### src/rtl/wb_burst_master.sv
// wb_burst_master: turns a command/data stream into incrementing-burst
// Wishbone B3 cycles for the SDRAM controller's slave port.
// A command is accepted in IDLE. The bus is driven only in BURST, and the
// FSM returns to IDLE on the edge after the final ack.
// Optional feature macro: WB_MASTER_TIMEOUT_EN. When it is defined, a per-beat
// ack watchdog aborts the burst after TIMEOUT unacked strobe cycles.
module wb_burst_master #(
   parameter int dw      = 32,
   parameter int TIMEOUT = 64
) (
   input  logic              sys_clk,
   input  logic              RESET,
   input  logic              cmd_valid,
   output logic              cmd_ready,
   input  logic [25:0]       cmd_addr,
   input  logic              cmd_we,
   input  logic [7:0]        cmd_len,
   input  logic              wr_valid,
   output logic              wr_ready,
   input  logic [dw-1:0]     wr_data,
   output logic              rd_valid,
   output logic [dw-1:0]     rd_data,
   output logic              busy,
   output logic              done,
   output logic              err,
   output logic              wb_cyc_o,
   output logic              wb_stb_o,
   output logic [25:0]       wb_addr_o,
   output logic              wb_we_o,
   output logic [dw-1:0]     wb_dat_o,
   output logic [dw/8-1:0]   wb_sel_o,
   output logic [2:0]        wb_cti_o,
   input  logic [dw-1:0]     wb_dat_i,
   input  logic              wb_ack_i
);

   localparam int SW = dw / 8;

   // Reject unusable parameter values at elaboration time.
   if ((dw % 8) != 0 || dw < 8 || TIMEOUT < 2) begin : g_bad_param
      $error("wb_burst_master: dw must be a multiple of 8 and TIMEOUT >= 2");
   end

   typedef enum logic {IDLE = 1'b0, BURST = 1'b1} state_t;

   state_t      state_q, state_d;
   logic [25:0] addr_q, addr_d;
   logic        we_q, we_d;
   logic [7:0]  len_q, len_d;
   logic [7:0]  cnt_q, cnt_d;
   logic        done_q, done_d;

   logic in_burst;
   logic stb;
   logic beat;
   logic last;
   logic to_hit;

   assign in_burst = (state_q == BURST);
   // Reads strobe every cycle. Writes strobe only when data is offered, so an
   // empty write stream inserts master wait states while cyc stays high.
   assign stb      = in_burst & (wr_valid | ~we_q);
   // An ack with stb low is not a beat.
   assign beat     = stb & wb_ack_i;
   assign last     = (cnt_q == len_q);

`ifdef WB_MASTER_TIMEOUT_EN
   localparam int TW = $clog2(TIMEOUT + 1);

   logic [TW-1:0] to_q, to_d;
   logic          err_q, err_d;

   // The TIMEOUT-th consecutive unacked strobe cycle triggers the abort.
   assign to_hit = stb & ~wb_ack_i & (to_q == TW'(TIMEOUT - 1));

   // Watchdog next state: count unacked strobe cycles and hold during wait
   // states. The count clears on an ack, on an abort, and outside a burst.
   always_comb begin
      to_d  = to_q;
      err_d = to_hit;
      if (!in_burst || beat || to_hit)
         to_d = '0;
      else if (stb)
         to_d = to_q + 1'b1;
   end

   // Watchdog registers.
   always_ff @(posedge sys_clk) begin
      if (RESET) begin
         to_q  <= '0;
         err_q <= 1'b0;
      end else begin
         to_q  <= to_d;
         err_q <= err_d;
      end
   end

   assign err = err_q;
`else
   assign to_hit = 1'b0;
   assign err    = 1'b0;
`endif

   // Control state register.
   always_ff @(posedge sys_clk) begin
      if (RESET) begin
         state_q <= IDLE;
         addr_q  <= '0;
         we_q    <= 1'b0;
         len_q   <= '0;
         cnt_q   <= '0;
         done_q  <= 1'b0;
      end else begin
         state_q <= state_d;
         addr_q  <= addr_d;
         we_q    <= we_d;
         len_q   <= len_d;
         cnt_q   <= cnt_d;
         done_q  <= done_d;
      end
   end

   // Next-state logic: latch the command in IDLE, then advance one beat per ack.
   always_comb begin
      state_d = state_q;
      addr_d  = addr_q;
      we_d    = we_q;
      len_d   = len_q;
      cnt_d   = cnt_q;
      done_d  = 1'b0;
      case (state_q)
         IDLE: begin
            if (cmd_valid) begin
               state_d = BURST;
               addr_d  = cmd_addr;
               we_d    = cmd_we;
               len_d   = cmd_len;
               cnt_d   = '0;
            end
         end
         BURST: begin
            if (to_hit) begin
               // Abort: the remaining beats are dropped and no done pulse is sent.
               state_d = IDLE;
            end else if (beat) begin
               // The 26-bit address wraps naturally modulo 2^26.
               addr_d = addr_q + 26'(SW);
               cnt_d  = cnt_q + 8'd1;
               if (last) begin
                  state_d = IDLE;
                  done_d  = 1'b1;
               end
            end
         end
         default: state_d = IDLE;
      endcase
   end

   // Bus and stream outputs. Qualifiers are gated by cyc so that everything
   // reads 0 out of reset and while idle.
   always_comb begin
      cmd_ready = ~in_burst;
      busy      = in_burst;
      done      = done_q;
      wb_cyc_o  = in_burst;
      wb_stb_o  = stb;
      wb_addr_o = addr_q;
      wb_we_o   = in_burst & we_q;
      wb_dat_o  = (in_burst & we_q) ? wr_data : '0;
      wb_sel_o  = {SW{in_burst}};
      wb_cti_o  = 3'b000;
      if (in_burst && len_q != 8'd0)
         wb_cti_o = last ? 3'b111 : 3'b010;
      wr_ready  = beat & we_q;
      rd_valid  = beat & ~we_q;
      rd_data   = (beat & ~we_q) ? wb_dat_i : '0;
   end

endmodule
### config.mk
export PLATFORM = sky130hd
export DESIGN_NAME = wb_burst_master
export DESIGN_NICKNAME = d
export VERILOG_FILES = /design/src/rtl/wb_burst_master.sv
export SDC_FILE = /design/constraint.sdc
export NUM_CORES = 1
export LEC_CHECK = 0
export CAP_MARGIN = 40
export CORE_MARGIN = 10
export CORE_UTILIZATION = 36
export CTS_CLUSTER_DIAMETER = 80
export DETAILED_ROUTE_END_ITERATION = 6
export GPL_ROUTABILITY_DRIVEN = 0
export GPL_TIMING_DRIVEN = 0
export HOLD_SLACK_MARGIN = 0.12
export PLACE_DENSITY = 0.83
export SYNTH_ARGS = -nofsm -noshare
export SYNTH_HDL_FRONTEND = slang
export SYNTH_SLANG_ARGS = --single-unit
export TNS_END_PERCENT = 1
### constraint.sdc
create_clock -name sys_clk -period 2.45 [get_ports sys_clk]
set_clock_uncertainty 0.15 [all_clocks]
set_input_delay 0.3675 -clock sys_clk [delete_from_list [all_inputs] [get_ports sys_clk]]
set_output_delay 0.3675 -clock sys_clk [all_outputs]
set_load 0.01 [all_outputs]
==> out/metrics.yaml <==
run_status:
  outcome: "finished with violations"
  failed_checks: "setup timing"
die:
  num_rows: 33
  die_h_um: 111
  die_w_um: 111
  ios: 210
  initial_core_util: 0.367
  core_um2: 8130
  design.die.area_um2: 12300
clock_network:
  cts_tree: "done"
  insertion_delay_ns: 0.31
  clk_pin_slew_ns: 0.10
  htree_levels: 2
  clock_sinks: 45
  clk_path_buf_depth: 2
  cts_buffers: 5
  cts_root_buf: "clkbuf_8"
synth:
  yosysWarnings: 0
  ys_seq_elements: 45
  ys_seq_area_frac: 0.302
  synth.distinct_cells: 42
  netlist_area_um2: 2980
  ys.flop_type: "dfxtp_1"
  synth_edf_count: 0
  syn-num-nets: 514
  postSynthAreaPerCell_um2: 7.31
  synth_cells: 408
  synthArstFlopShare: 0
sta:
  fin_crit_ns: 2.46
  worst_slack_ns: -0.0118
  fin_crit_sh: 1.00
  setup_viol: 1
  hold_viol: 0
  relSlewSlack: 0.625
  final-max-slew-violation-count: 0
  rsz0062_at_grt: "yes"
  worstMarginPinSlew_ns: 0.558
  fmax_ghz: 0.406
detailed_routing:
  drt_iter0_markers: 251
  final_antenna_net_count: 0
  drc: 0
  route.met2.wl_mm: 7.39
  routed-wl-met3_mm: 1.53
  via_count: 3898
  avgViaCountPerCell: 5.33
  met1Wirelength_mm: 5.38
  highest_layer: "met4"
  wl_per_cell_um: 19.8
  first_pass_iters: 5
  wirelength_mm: 14.5
cells_and_area:
  layout.nets: 731
  final_cell_area_um2: 5420
  ff_latch_area_um2: 908
  finalNonFillerCells: 731
  area_growth_pct: 81.8
  n_fill_cell: 686
  antenna_cells: 0
  drive_gt1_frac: 0.0911
  multi_input_area_um2: 1930
power:
  peakVddDrop_uv: 254
  p_per_area_nw_per_um2: 402
  cellLeakagePower_nw: 2.42
  fin_total_pwr_w: 0.00218
grt:
  grt.total_usage: 0.219
  grt_remaining_overflow: 0
  grt_max_degree: 20
  antenna_found_initial: 0
  grt_pass1_wl_mm: 22.4
  first_global_vias: 4032
worst_setup_path:
  worstPathArrival_ns: 1.94
  cp.required_ns: 1.93
  cp-start-kind: "primary input"
  critical_path_class: "in -> out"
  r2r_slack_ns: 0.24
  path_max_fanout: 5
  critPathCaptureType: "primary output"
placed_design:
  dp_hpwl_mm: 11.8
  post_dp_cell_area_um2: 5200
  placedCellCount: 721
  port_buffers: 208
flow_run:
  cap_violations: 0
hold_path:
  min_path_type: "reg -> reg"
[worst max-delay path: stages]
cell	delay, ns
clkdlybuf4s50_1	0.46
nand2b_4	0.16
and3_2	0.28
and2_1	0.14
clkdlybuf4s50_1	0.53
[cells in the final DEF (no fill, tap or decap), drive strengths merged, types with 7 or more instances in the layout]
master and count:
clkdlybuf4s50 158, and3 45, dfxtp 45, dlygate4sd2 43, nand2 41, and2 38, a21oi 36, clkbuf 28
nor2 24, buf 21, nand3 15, o21ai 13, nor3 12, nor4 12, xor2 11, mux2i 9
o22ai 8, nand4 7, inv 7
[kinds of logic (layout without fill, tap and decap cells)]
kind of cell | count (synthesis) | after routing | synth area share
adder cells (fa/ha/maj) | 2 | 2 | 0.00839
AO/OA/AOI/OAI | 79 | 79 | 0.156
buffers and inverters | 46 | 264 | 0.0717
flip-flops | 45 | 45 | 0.302
other | 1 | 1 | 0.00126
XOR/XNOR | 13 | 13 | 0.0382
AND/OR/NAND/NOR | 213 | 213 | 0.393
multiplexers | 9 | 9 | 0.0302
[Yosys cell counts (all sizes together), types with 2 or more instances]
| master | number | area (um^2) |
|---|---|---|
| a211oi | 4 | 30.0 |
| a21o | 3 | 22.5 |
| a21oi | 36 | 180 |
| a22oi | 2 | 15.0 |
| a31oi | 5 | 31.3 |
| and2 | 38 | 238 |
| and3 | 45 | 282 |
| and4 | 2 | 17.5 |
| buf | 16 | 101 |
| clkbuf | 24 | 90.1 |
| dfxtp | 45 | 901 |
| ha | 2 | 25.0 |
| inv | 6 | 22.5 |
| mux2i | 9 | 90.1 |
| nand2 | 41 | 156 |
| nand2b | 3 | 18.8 |
| nand3 | 15 | 75.1 |
| nand4 | 7 | 43.8 |
| nor2 | 24 | 90.1 |
| nor2b | 5 | 31.3 |
| nor3 | 12 | 60.1 |
| nor4 | 12 | 96.3 |
| nor4b | 2 | 17.5 |
| o21ai | 13 | 65.1 |
| o22ai | 8 | 50.1 |
| o32ai | 5 | 43.8 |
| or2 | 3 | 18.8 |
| or3 | 3 | 18.8 |
| xnor2 | 2 | 17.5 |
| xor2 | 11 | 96.3 |
[cell type report]
class                           count  share of cell area
Sequential cell                    45               0.167
Timing Repair Buffer              213               0.379
Multi-Input combinational cell    317               0.356
Clock inverter                      3             0.00877
Inverter                            6             0.00484
Buffer                             37              0.0461
Tap cell                          105              0.0242
Clock buffer                        5              0.0127
[where the power goes]
group / internal [W] / switching, W / total (W) / leakage (nW)
combinational: 0.000412 / 0.000320 / 0.000732 / 1.99
sequential: 0.000780 / 0.0000697 / 0.000850 / 0.371
clock: 0.000312 / 0.000288 / 0.000600 / 0.0591
total: 0.00150 / 0.000678 / 0.00218 / 2.42
[layer usage]
metal	vias up	GRT usage
met5	-	0
met4	0	0.0480
met3	13	0.0806
met2	200	0.399
met1	1814	0.235
li1	1871	-
[sequential cells by signal, summed over array words and instances, names as in the netlist]
register	cells
cnt_q	8
done	1
we_q	1
wb_addr_o	26
len_q	8
busy	1
[through the flow]
step | hold slack, ns | util | setup WS, ns | TNS, ns
floorplan | 0.310 | - | 0.168 | 0
global placement | 0.296 | 0.639 | -0.827 | -32.15
detailed placement | 0.310 | 0.639 | -0.905 | -34.81
CTS | 0.327 | 0.661 | -0.166 | -0.194
global route | 0.347 | 0.667 | -0.106 | -1.40
finish | 0.326 | 0.667 | -0.0118 | -0.0118
[timing repair]
action | CTS | global route
hold buffers | 0 | 0
resized for setup | 86 | 18
setup buffers | 2 | 3
setup endpoints to repair | 72 | 43
pin swaps | 2 | 3
[worst paths after layout]
check,to,cells after the start,start
min reg2reg,wb_addr_o[0],2,wb_addr_o[0]
min,wb_addr_o[0],2,wb_addr_o[0]
max reg2reg,wb_addr_o[20],6,wb_addr_o[2]
max,wr_ready,5,wr_valid
(Power assumes the default switching activity.)
